### config.mk
export PLATFORM = sky130hd
export DESIGN_NAME = mux_nto1_scan
export DESIGN_NICKNAME = d
export VERILOG_FILES = /design/src/rtl/mux_nto1_scan.sv
export SDC_FILE = /design/constraint.sdc
export NUM_CORES = 1
export LEC_CHECK = 0
export ABC_AREA = 1
export CAP_MARGIN = 20
export CORE_MARGIN = 2
export CORE_UTILIZATION = 56
export CTS_CLUSTER_SIZE = 16
export DETAILED_ROUTE_END_ITERATION = 10
export PLACE_DENSITY = 0.84
export SETUP_SLACK_MARGIN = 0.1
export SLEW_MARGIN = 0
export SYNTH_ARGS = -nofsm -noshare
export SYNTH_HDL_FRONTEND = slang
export SYNTH_SLANG_ARGS = --single-unit
### constraint.sdc
create_clock -name clk -period 4.9 [get_ports clk]
set_input_delay 0.98 -clock clk [delete_from_list [all_inputs] [get_ports clk]]
set_output_delay 0.98 -clock clk [all_outputs]
set_load 0.01 [all_outputs]
### src/rtl/mux_nto1_scan.sv
// mux_nto1_scan: N-input, WIDTH-bit multiplexer with a registered output.
// Two select modes: manual (external sel) and scan (an internal dwell
// counter walks the channels enabled by ch_mask). dout and cur_sel are
// written on the same edge from the same computed pointer, so they never skew.
//
// Handshake: there is no valid/ready flow control. en is a pure qualifier:
// en=1 lets the edge update state, en=0 freezes every register except wrap,
// which is forced low. dout_valid=1 means dout carries the data of the legal
// channel named by cur_sel as sampled on the last updating edge.
//
// state_dbg exposes the FSM state: 0=IDLE, 1=MANUAL, 2=SCAN.
module mux_nto1_scan #(
  parameter int N     = 8,
  parameter int WIDTH = 1,
  parameter int SEL_W = $clog2(N),
  parameter int DWELL = 4
) (
  input  logic                 clk,
  input  logic                 rst,
  input  logic [N*WIDTH-1:0]   din,
  input  logic [SEL_W-1:0]     sel,
  input  logic                 mode,
  input  logic                 en,
  input  logic [N-1:0]         ch_mask,
  output logic [WIDTH-1:0]     dout,
  output logic [SEL_W-1:0]     cur_sel,
  output logic                 dout_valid,
  output logic                 wrap,
  output logic [1:0]           state_dbg
);

  // Counter needs at least one bit even when DWELL=1 (it then stays at 0).
  localparam int              CNT_W    = (DWELL > 1) ? $clog2(DWELL) : 1;
  localparam logic [CNT_W-1:0] CNT_LAST = CNT_W'(DWELL - 1);

  typedef enum logic [1:0] {
    ST_IDLE   = 2'd0,
    ST_MANUAL = 2'd1,
    ST_SCAN   = 2'd2
  } state_t;

  state_t            state;
  state_t            state_nx;
  logic [CNT_W-1:0]  cnt;
  logic [CNT_W-1:0]  cnt_nx;
  logic [SEL_W-1:0]  sel_nx;
  logic [WIDTH-1:0]  dout_nx;
  logic              valid_nx;
  logic              wrap_nx;
  logic              entering_scan;
  logic              cur_enabled;
  logic [SEL_W-1:0]  succ_sel;

  // Channel idx of the packed input bus.
  function automatic logic [WIDTH-1:0] slice_of(input logic [N*WIDTH-1:0] d,
                                                input logic [SEL_W-1:0]   idx);
    return WIDTH'(d >> (int'(idx) * WIDTH));
  endfunction

  // Mask bit for channel idx (idx is always < N when called).
  function automatic logic mask_bit(input logic [N-1:0]     m,
                                    input logic [SEL_W-1:0] idx);
    return 1'(m >> int'(idx));
  endfunction

  // First enabled channel searching upward circularly from 'from'+1.
  // 'from' itself is the last candidate, so a lone enabled channel
  // re-selects itself. Returns 'from' when the mask is empty.
  function automatic logic [SEL_W-1:0] next_enabled(input logic [N-1:0]     m,
                                                    input logic [SEL_W-1:0] from);
    logic [SEL_W-1:0] r;
    logic             found;
    int               idx;
    r     = from;
    found = 1'b0;
    for (int i = 1; i <= N; i++) begin
      idx = (int'(from) + i) % N;
      if (!found && 1'(m >> idx)) begin
        r     = SEL_W'(idx);
        found = 1'b1;
      end
    end
    return r;
  endfunction

  assign state_dbg     = state;
  assign entering_scan = (state != ST_SCAN);
  assign cur_enabled   = mask_bit(ch_mask, cur_sel);
  assign succ_sel      = next_enabled(ch_mask, cur_sel);

  // FSM state register.
  always_ff @(posedge clk or posedge rst) begin
    if (rst) begin
      state <= ST_IDLE;
    end else begin
      state <= state_nx;
    end
  end

  // Next state: any enabled edge lands in the mode's state; en=0 holds.
  always_comb begin
    state_nx = state;
    if (en) begin
      state_nx = mode ? ST_SCAN : ST_MANUAL;
    end
  end

  // Output/datapath next values for the state being entered on this edge.
  always_comb begin
    sel_nx   = cur_sel;
    cnt_nx   = cnt;
    dout_nx  = dout;
    valid_nx = dout_valid;
    wrap_nx  = 1'b0;
    if (en) begin
      if (state_nx == ST_MANUAL) begin
        cnt_nx = '0;
        if (int'(sel) < N) begin
          sel_nx   = sel;
          dout_nx  = slice_of(din, sel);
          valid_nx = 1'b1;
        end else begin
          dout_nx  = '0;
          valid_nx = 1'b0;
        end
      end else begin
        if (ch_mask == '0) begin
          // Nothing to scan: park pointer and counter, blank the output.
          if (entering_scan) begin
            cnt_nx = '0;
          end
          dout_nx  = '0;
          valid_nx = 1'b0;
        end else begin
          if (entering_scan) begin
            // Entry edge: keep cur_sel if it is enabled, never pulse wrap.
            cnt_nx = '0;
            if (!cur_enabled) begin
              sel_nx = succ_sel;
            end
          end else if (!cur_enabled || (cnt == CNT_LAST)) begin
            // Dwell done, or current channel was masked off mid-dwell.
            cnt_nx  = '0;
            sel_nx  = succ_sel;
            wrap_nx = (succ_sel <= cur_sel);
          end else begin
            cnt_nx = cnt + 1'b1;
          end
          dout_nx  = slice_of(din, sel_nx);
          valid_nx = 1'b1;
        end
      end
    end
  end

  // Datapath registers; dout and cur_sel always move together.
  always_ff @(posedge clk or posedge rst) begin
    if (rst) begin
      cnt        <= '0;
      cur_sel    <= '0;
      dout       <= '0;
      dout_valid <= 1'b0;
      wrap       <= 1'b0;
    end else begin
      cnt        <= cnt_nx;
      cur_sel    <= sel_nx;
      dout       <= dout_nx;
      dout_valid <= valid_nx;
      wrap       <= wrap_nx;
    end
  end

endmodule

==> reports/summary.json, run 1 <==
{
  "rsz_0062_raised_after_global_routing": {"value": "no"},
  "leading_cell_types_by_total_area_after_synthesis": {"value": "nand2_1 21%, dfrtp_1 14%, nand3_1 11%"},
  "tritoncts": {"value": "done"},
  "share_of_the_yosys_chip_area_belonging_to_registers": {"value": 14.45, "unit": "%"},
  "die_ar": {"value": 0.003553, "unit": "mm2"},
  "floorplan.initialDensity": {"value": 57.67, "unit": "%"},
  "clkLatencyLatePin": {"value": 280, "unit": "ps"},
  "drv.max_cap_violation_count": {"value": 0},
  "startpoint_type": {"value": "flip-flop"},
  "finalNetCount": {"value": 354},
  "worstMarginPinSlew": {"value": 635.4, "unit": "ps"},
  "final-instance-count-excl-fill": {"value": 357},
  "postCtsResizedCells": {"value": 0},
  "die_height": {"value": 59.61, "unit": "um"},
  "top_achievable_clock_speed": {"value": 258.4, "unit": "MHz"},
  "antenna_found_initial": {"value": 0},
  "clk_root_buffer_cell": {"value": "clkbuf_4"},
  "placement_rows": {"value": 20},
  "routed_wire_length_per_instance": {"value": 12.51, "unit": "um"},
  "count_of_yosys_warnings_during_synthesis": {"value": 0},
  "hold_path_class": {"value": "reg -> reg"},
  "arrival_time_reported_for_the_critical_path_endpoint": {"value": 4050, "unit": "ps"},
  "timing.slew.headroom": {"value": 57.64, "unit": "%"},
  "synth_cells": {"value": 295},
  "worst-path-max-fanout": {"value": 13},
  "gr_ovfl_total": {"value": 0},
  "route.antenna.remaining_nets": {"value": 0},
  "finalCriticalPeriod": {"value": 3869, "unit": "ps"},
  "yosysUniqueCellTypes": {"value": 35},
  "synthesis.area": {"value": 0.001732, "unit": "mm2"},
  "floorplan.io_pins": {"value": 31},
  "timing_worst_setup_path_type": {"value": "reg -> reg"},
  "dpl.cell_count": {"value": 353},
  "final_hold_viol_count": {"value": 0},
  "grt_start_max_net_pins": {"value": 18},
  "final.period_utilization": {"value": 78.97, "unit": "%"},
  "finalSetupTns": {"value": 0, "unit": "ps"},
  "synth_largest_type_area_fraction": {"value": 21.24, "unit": "%"},
  "run_status": {"value": "complete, no violations"},
  "die_x": {"value": 59.61, "unit": "um"},
  "cts_htree_levels": {"value": 1},
  "cts_buffers": {"value": 3},
  "slew_violations": {"value": 0},
  "postSynthAreaPerCell": {"value": 5.870, "unit": "um2"},
  "clock_skews": {"value": 7.037, "unit": "ps"},
  "final_layout_size_suffix_gt1_share": {"value": 15.12, "unit": "%"},
  "post_cts_hold_buffer_count": {"value": 0},
  "dr.first_iter.drc_count": {"value": 89},
  "design.core.area": {"value": 0.003003, "unit": "mm2"},
  "report.final.setup_viol": {"value": 0},
  "number_of_global_route_vias_before_repair": {"value": 1848},
  "area_growth": {"value": 19.58, "unit": "%"},
  "ys_async_sr_fraction": {"value": 100.0, "unit": "%"},
  "synth_edf_count": {"value": 0},
  "post-cts-setup-buffers": {"value": 0},
  "ys_ff_latch": {"value": 10},
  "dpl.hpwl": {"value": 3605, "unit": "um"},
  "track_usage": {"value": 27.13, "unit": "%"},
  "firstDrtPassIters": {"value": 4},
  "syn-num-nets": {"value": 324},
  "buffer_ports.inserted": {"value": 30},
  "ctsLongestPathBuffers": {"value": 2},
  "critical_path_required": {"value": 5080, "unit": "ps"},
  "detailroute.via_count": {"value": 1951},
  "clock_pin_slew_of_the_registers_on_the_worst_case_setup_and_hold_paths": {"value": 70, "unit": "ps"},
  "num_antenna_cells": {"value": 0},
  "final_weighted_congestion_in_routability_driven_placement": {"value": 0.9234},
  "clock_sink_count": {"value": 10},
  "via_density_per_instance": {"value": 5.465},
  "routed_wl": {"value": 4465, "unit": "um"},
  "grt_first_pass_wirelength": {"value": 7521, "unit": "um"},
  "synth_top_flop_cell": {"value": "dfrtp_1"},
  "crit_path_end_kind": {"value": "flip-flop"},
  "post-synth-top-area-cell": {"value": "nand2_1"},
  "remaining_drc_errors": {"value": 0}
}
-- metal layers --
metal	up-vias	part of all wire [%]	GRT usage, %
met1	847	41	30.70
li1	1015	-	-
met3	15	4.8	1.747
met2	74	52	51.49
met4	0	2.7	11.75
met5	-	0	0
-- stage by stage --
stage / setup WS [ps] / hold slack [ps] / utilization, % / area [um2]
after global placement: 1128 / 472.9 / 67.75 / 2034
after floorplan: 1910 / 463.6 / - / 1732
final: 1031 / 503.9 / 68.96 / 2071
after global routing: 731.3 / 524.0 / 68.96 / 2071
after CTS: 1057 / 501.4 / 68.96 / 2071
after detailed placement: 1070 / 485.8 / 67.75 / 2034
-- final timing paths --
kind / startpoint / end / slack, ps / cells after the start
max in group asynchronous: rst / cur_sel[2] / 3630 / 2
min reg2reg: cnt[1] / cnt[1] / 500 / 1
max: cur_sel[1] / wrap / 1030 / 20
min in group asynchronous: rst / wrap / 980 / 2
max reg2reg: cur_sel[1] / wrap / 1030 / 20
min: cnt[1] / cnt[1] / 500 / 1
-- logic make-up (layout without fill, tap and decap cells) --
kind of cell	after synthesis	after routing	share of synthesized area (%)
adders and majority gates	6	6	4.335
and+or+nand+nor	185	185	54.48
AOI/OAI and AO/OA	41	41	12.72
DFF	10	10	14.45
buffers and inverters	50	79	12.07
xor gates and xnor gates	3	3	1.951
-- sequential cells by signal, summed over array words and instances, names as in the netlist --
name / flops
cur_sel: 3
cnt: 2
state_dbg: 2
dout: 1
dout_valid: 1
wrap: 1
-- area by class of cell --
| cell class | instances | area, um2 |
|---|---|---|
| clock buffer | 4 | 36.28 |
| timing repair buffer | 30 | 300.3 |
| multi-input combinational | 235 | 1272 |
| fill | 298 | 932.1 |
| tap | 33 | 41.29 |
| sequential | 10 | 250.2 |
| inverter | 45 | 170.2 |
-- worst max-delay path, cell delays in order, from the launching register on --
cell and delay, ps:
dfrtp_1 670, clkinv_1 480, ha_1 530, inv_2 190
nand3_1 150, nand3_1 190, nand2_4 110, nor2_8 150
nand4_2 110, nor2_2 160, inv_2 40, nand3_1 70
nand3_1 60, nand2_1 110, inv_1 50, ha_1 310
nand2_1 60, o21ai_0 140, nand2_1 60, nand3_1 70
inv_1 40
-- cell usage after synthesis, types with 3 or more instances --
library cell and n:
a21oi_1 12, dfrtp_1 10, ha_1 6, inv_1 35
inv_2 8, nand2_1 98, nand2_2 15, nand2_4 3
nand3_1 37, nand3_2 9, nand3b_1 3, nor2_1 9
o21ai_0 21, o21ai_1 3
-- placed cells by master (no fill, tap or decap), drive strengths merged --
cell type	count
a21oi	13
a32o	1
clkbuf	4
clkdlybuf4s50	30
clkinv	2
dfrtp	10
ha	6
inv	43
nand2	116
nand3	46
nand3b	3
nand4	4
nor2	14
o211ai	1
o21ai	24
o21bai	1
o22ai	1
or4	2
xnor2	2
xor2	1
Power of run 1 is not shown: default switching activity piles up to over one toggle a cycle in this logic, so the estimate is an artifact.
==> run 2, diff against run 1 <==
--- a/config.mk
+++ b/config.mk
@@ -8,10 +8,10 @@
 export ABC_AREA = 1
 export CAP_MARGIN = 20
 export CORE_MARGIN = 2
-export CORE_UTILIZATION = 56
+export CORE_UTILIZATION = 54
 export CTS_CLUSTER_SIZE = 16
 export DETAILED_ROUTE_END_ITERATION = 10
-export PLACE_DENSITY = 0.84
+export PLACE_DENSITY = 0.82
 export SETUP_SLACK_MARGIN = 0.1
 export SLEW_MARGIN = 0
 export SYNTH_ARGS = -nofsm -noshare
==> constraint.sdc (replaced) <==
create_clock -name clk -period 4 [get_ports clk]
set_input_delay 0.8 -clock clk [delete_from_list [all_inputs] [get_ports clk]]
set_output_delay 0.8 -clock clk [all_outputs]
set_load 0.01 [all_outputs]
==> run 2 against run 1 <==
Compared with the run above: wire length shrank 5.2%; sequential share of layout area shrank 0.17 points; first-iteration DRC count grew 21%; clock skew shrank 5.8 ps; final area grew 1.4%; via count shrank 1.0%; die area grew 3.5%.
==> reports/summary.json, run 2 (synthesis gave the netlist of run 1 again) <==
{
  "final_layout_size_suffix_gt1_share": {"value": 15.90, "unit": "%"},
  "arrival_time_reported_for_the_critical_path_endpoint": {"value": 3310, "unit": "ps"},
  "finalCriticalPeriod": {"value": 3098, "unit": "ps"},
  "slowest_stage": {"value": "clkdlybuf4s50_1"},
  "gr_ovfl_total": {"value": 0},
  "hold_start": {"value": "dout_valid"},
  "worst_slack": {"value": 902.3, "unit": "ps"},
  "cp_top_family": {"value": "simple AND/OR/NAND/NOR gates"},
  "clk_root_buffer_cell": {"value": "clkbuf_4"},
  "layout.cells.most_common_list": {"value": "98 x nand2_1, 37 x nand3_1, 35 x inv_1"},
  "rsz_0062_raised_after_global_routing": {"value": "no"},
  "postCtsResizedCells": {"value": 0},
  "die_height": {"value": 60.63, "unit": "um"},
  "final.period_utilization": {"value": 77.44, "unit": "%"},
  "num_antenna_cells": {"value": 0},
  "clock_pin_slew_of_the_registers_on_the_worst_case_setup_and_hold_paths": {"value": 60, "unit": "ps"},
  "timing.slew.headroom": {"value": 70.07, "unit": "%"},
  "timing.critical_path.buf_inv": {"value": 4},
  "cts_htree_levels": {"value": 1},
  "antenna_found_initial": {"value": 0},
  "post_cts_hold_buffer_count": {"value": 0},
  "clock_skews": {"value": 1.251, "unit": "ps"},
  "design.core.area": {"value": 0.003053, "unit": "mm2"},
  "top_achievable_clock_speed": {"value": 322.8, "unit": "MHz"},
  "crit_path_end_kind": {"value": "flip-flop"},
  "report.final.setup_viol": {"value": 0},
  "r2r_cells": {"value": 20},
  "dpl.hpwl": {"value": 3427, "unit": "um"},
  "worst-path-max-fanout": {"value": 6},
  "cts_buffers": {"value": 3},
  "placement_rows": {"value": 20},
  "routed_wire_length_per_instance": {"value": 11.40, "unit": "um"},
  "route.antenna.remaining_nets": {"value": 0},
  "hold_end": {"value": "dout_valid"},
  "finalSetupTns": {"value": 0, "unit": "ps"},
  "grt_first_pass_wirelength": {"value": 6962, "unit": "um"},
  "ff2ff_setup_slack": {"value": 980, "unit": "ps"},
  "slew_violations": {"value": 0},
  "buffer_ports.inserted": {"value": 30},
  "clkLatencyLatePin": {"value": 270, "unit": "ps"},
  "worstMarginPinSlew": {"value": 447.3, "unit": "ps"},
  "worstReg2RegStart": {"value": "cur_sel[1]"},
  "rr_endpoint": {"value": "wrap"},
  "critical-path-max-stage-delay": {"value": 460, "unit": "ps"},
  "die_x": {"value": 60.63, "unit": "um"},
  "post-place-ws": {"value": 649.5, "unit": "ps"},
  "post-cts-setup-buffers": {"value": 0},
  "whs": {"value": 488.1, "unit": "ps"},
  "final-instance-count-excl-fill": {"value": 371},
  "via_density_per_instance": {"value": 5.205},
  "finalNetCount": {"value": 358},
  "clock_sink_count": {"value": 10},
  "routed_wl": {"value": 4231, "unit": "um"},
  "timing_worst_setup_path_type": {"value": "in -> reg"},
  "area_growth": {"value": 21.31, "unit": "%"},
  "startpoint_type": {"value": "input pin"},
  "grt_start_max_net_pins": {"value": 17},
  "number_of_global_route_vias_before_repair": {"value": 1653},
  "hold_path_class": {"value": "reg -> reg"},
  "drv.max_cap_violation_count": {"value": 0},
  "floorplan.io_pins": {"value": 31},
  "ctsLongestPathBuffers": {"value": 2},
  "floorplan.initialDensity": {"value": 56.72, "unit": "%"},
  "critical_path_required": {"value": 4210, "unit": "ps"},
  "dr.first_iter.drc_count": {"value": 108},
  "track_usage": {"value": 24.83, "unit": "%"},
  "cpMostUsedCell": {"value": "nand3_1"},
  "remaining_drc_errors": {"value": 0},
  "run_status": {"value": "complete, no violations"},
  "firstDrtPassIters": {"value": 4},
  "worst_hold_path.num_cells": {"value": 2},
  "die_ar": {"value": 0.003676, "unit": "mm2"},
  "cp_cell_sequence": {"value": "clkdlybuf4s50_1, nand2_1, nand3_1, nand3_1, nand2_4, nor2_8, nand4_2, nor2_2, inv_2, nand3_1, nand3_1, nand2_1, inv_1, ha_1, a21oi_1, o21ai_0, nand2_1, nand3_1, inv_1"},
  "largest_register_ffs": {"value": 3},
  "layout_commonest_cell": {"value": "nand2_1"},
  "largest-register": {"value": "cur_sel"},
  "final_weighted_congestion_in_routability_driven_placement": {"value": 0.9021},
  "detailroute.via_count": {"value": 1931},
  "final_hold_viol_count": {"value": 0},
  "tritoncts": {"value": "done"},
  "dpl.cell_count": {"value": 368}
}
[run 2: cell count changes in the layout (fill, tap and decap cells not counted)]
cell	delta
buf_4	+4
clkbuf_8	-1
[run 2: tightest hold or removal path, cell delays in order (launching register included)]
cell     delay [ps]
dfrtp_1         350
nand2_1          50
nand2_1          60
[run 2: how the worst max path moves through the flow]
| stage | startpoint | to | slack [ps] | depth (start not counted) |
|---|---|---|---|---|
| 6_report | ch_mask[2] | wrap | 900 | 19 |
| 5_1_grt | ch_mask[2] | wrap | 630 | 19 |
| 4_1_cts | ch_mask[2] | wrap | 920 | 19 |
| 3_5_place_dp | ch_mask[2] | wrap | 650 | 19 |
| 3_3_place_gp | ch_mask[0] | wrap | 710 | 19 |
| 2_1_floorplan | cur_sel[0] | wrap | 1010 | 21 |
[run 2: cell type report]
class	count	area, um2
fillers	292	952.2
flip-flops and latches	10	250.2
multi-input cells	235	1272
repair buffers	34	330.3
well taps	44	55.05
inverters	45	170.2
clock buffers	3	22.52
[run 2: per-stage QoR]
stage               cell area [um2]  util, %
CTS                            2101    68.81
floorplan                      1732        -
detailed placement             2078    68.07
finish                         2101    68.81
global placement               2078    68.07
global route                   2101    68.81
[run 2: per-layer routing]
layer,up-vias,track usage [%],part of all wire [%]
li1,1020,-,-
met1,847,29.64,44
met2,55,47.00,50
met3,9,0.8529,3.7
met4,0,9.006,1.9
met5,-,0,0
Power of run 2 is left out for the same reason.
==> run 3, diff against run 2 <==
==> constraint.sdc (replaced) <==
create_clock -name clk -period 3.2 [get_ports clk]
set_input_delay 0.64 -clock clk [delete_from_list [all_inputs] [get_ports clk]]
set_output_delay 0.64 -clock clk [all_outputs]
set_load 0.01 [all_outputs]
==> run 3 against run 2 <==
Compared with the run above: final cell count is 0.81% higher; highest routed layer unchanged; hold slack better by 15 ps; critical path depth is 1 higher; non-clock buffer count is 2 higher; critical endpoint unchanged; largest cell class unchanged; sequential share of layout area is 0.26 points lower; die area stayed put; wire length is 2.6% higher; register-to-register slack worse by 610 ps.
==> reports/summary.json, run 3 (synthesis gave the netlist of run 1 again) <==
{
  "final_weighted_congestion_in_routability_driven_placement": {"value": 0.9516},
  "die_ar": {"value": 0.003676, "unit": "mm2"},
  "multi_input_comb_area": {"value": 0.001285, "unit": "mm2"},
  "rsz_0062_raised_after_global_routing": {"value": "no"},
  "arrival_time_reported_for_the_critical_path_endpoint": {"value": 3030, "unit": "ps"},
  "floorplan.initialDensity": {"value": 56.72, "unit": "%"},
  "dpl.cell_count": {"value": 370},
  "slew_violations": {"value": 0},
  "clk_root_buffer_cell": {"value": "clkbuf_4"},
  "layout.cells.most_common_list": {"value": "98 x nand2_1, 36 x nand3_1, 34 x inv_1"},
  "area_taken_by_flip_flops_and_latches": {"value": 250.2, "unit": "um2"},
  "filler_cell_count": {"value": 288},
  "critical_path_required": {"value": 3380, "unit": "ps"},
  "largest-register": {"value": "cur_sel"},
  "design.core.area": {"value": 0.003053, "unit": "mm2"},
  "final_hold_viol_count": {"value": 0},
  "floorplan.io_pins": {"value": 31},
  "clkLatencyLatePin": {"value": 280, "unit": "ps"},
  "finalNetCount": {"value": 360},
  "startpoint_type": {"value": "input pin"},
  "cts_buffers": {"value": 3},
  "clock_pin_slew_of_the_registers_on_the_worst_case_setup_and_hold_paths": {"value": 70, "unit": "ps"},
  "via_density_per_instance": {"value": 5.211},
  "area_growth": {"value": 24.06, "unit": "%"},
  "top_achievable_clock_speed": {"value": 350.5, "unit": "MHz"},
  "gr_ovfl_total": {"value": 0},
  "route.antenna.remaining_nets": {"value": 0},
  "worst-path-max-fanout": {"value": 3},
  "dr.first_iter.drc_count": {"value": 101},
  "finalCriticalPeriod": {"value": 2853, "unit": "ps"},
  "number_of_global_route_vias_before_repair": {"value": 1771},
  "report.final.setup_viol": {"value": 0},
  "worst_slack": {"value": 347.3, "unit": "ps"},
  "routed_wire_length_per_instance": {"value": 11.61, "unit": "um"},
  "buffer_ports.inserted": {"value": 30},
  "largest_register_ffs": {"value": 3},
  "final_layout_size_suffix_gt1_share": {"value": 17.58, "unit": "%"},
  "whs": {"value": 502.8, "unit": "ps"},
  "crit_path_end_kind": {"value": "flip-flop"},
  "grt_start_max_net_pins": {"value": 17},
  "dpl.hpwl": {"value": 3516, "unit": "um"},
  "post_cts_hold_buffer_count": {"value": 0},
  "post-cts-setup-buffers": {"value": 0},
  "die_x": {"value": 60.63, "unit": "um"},
  "final.period_utilization": {"value": 89.15, "unit": "%"},
  "firstDrtPassIters": {"value": 4},
  "track_usage": {"value": 26.21, "unit": "%"},
  "timing.slew.headroom": {"value": 69.51, "unit": "%"},
  "num_antenna_cells": {"value": 0},
  "run_status": {"value": "complete, no violations"},
  "tritoncts": {"value": "done"},
  "clock_sink_count": {"value": 10},
  "clock_skews": {"value": 6.197, "unit": "ps"},
  "cts_htree_levels": {"value": 1},
  "antenna_found_initial": {"value": 0},
  "die_height": {"value": 60.63, "unit": "um"},
  "hold_path_class": {"value": "reg -> reg"},
  "remaining_drc_errors": {"value": 0},
  "detailroute.via_count": {"value": 1949},
  "worstMarginPinSlew": {"value": 455.7, "unit": "ps"},
  "post-place-ws": {"value": 37.81, "unit": "ps"},
  "grt_first_pass_wirelength": {"value": 7272, "unit": "um"},
  "postCtsResizedCells": {"value": 0},
  "drv.max_cap_violation_count": {"value": 0},
  "finalSetupTns": {"value": 0, "unit": "ps"},
  "final-instance-count-excl-fill": {"value": 374},
  "worst_hold_path.num_cells": {"value": 1},
  "ctsLongestPathBuffers": {"value": 2},
  "routed_wl": {"value": 4341, "unit": "um"},
  "placement_rows": {"value": 20},
  "timing_worst_setup_path_type": {"value": "in -> reg"},
  "layout_commonest_cell": {"value": "nand2_1"},
  "r2r_cells": {"value": 20}
}
-- run 3: per-layer routing --
layer	routed length [um]	global-route usage, %	up-vias	share of wire [%]
met5	0	0	-	0
met4	105	10.25	0	2.4
met3	166	2.772	11	3.8
met2	2268	51.46	48	52
met1	1800	28.22	866	41
li1	-	-	1024	-
-- run 3: through the flow --
step	util [%]	area, um2
floorplan	-	1732
global placement	68.57	2093
detailed placement	68.57	2093
CTS	69.75	2130
global route	70.37	2148
finish	70.37	2148
-- run 3: path summary, 6_finish.rpt --
path,startpoint,end,slack [ps]
hold reg to reg,cnt[0],cnt[0],500
setup reg to reg,cur_sel[1],wrap,370
max in group asynchronous,rst,state_dbg[0],2280
min in group asynchronous,rst,cur_sel[2],630
setup / recovery,ch_mask[2],wrap,350
hold / removal,cnt[0],cnt[0],500
-- run 3: final cells by class --
class                           count  share of cell area, %
Sequential cell                    10                  11.65
Timing Repair Buffer               36                  16.25
Inverter                           45                  8.037
Tap cell                           44                  2.563
Multi-Input combinational cell    235                  59.81
Clock buffer                        4                  1.689
-- run 3: critical path, stage by stage --
cell,delay (ps)
clkdlybuf4s50_1,450
nand2_1,100
nand3_1,140
nand3_1,150
o21ai_0,90
buf_4,150
o21ai_0,150
nand2_1,80
nand2_1,60
nand2_1,50
nand3_1,70
nand3_1,60
nand2_1,100
inv_1,50
ha_1,300
nand2_1,50
o21ai_0,140
nand2_1,60
nand3_1,80
inv_1,40
Power of run 3 is left out for the same reason.
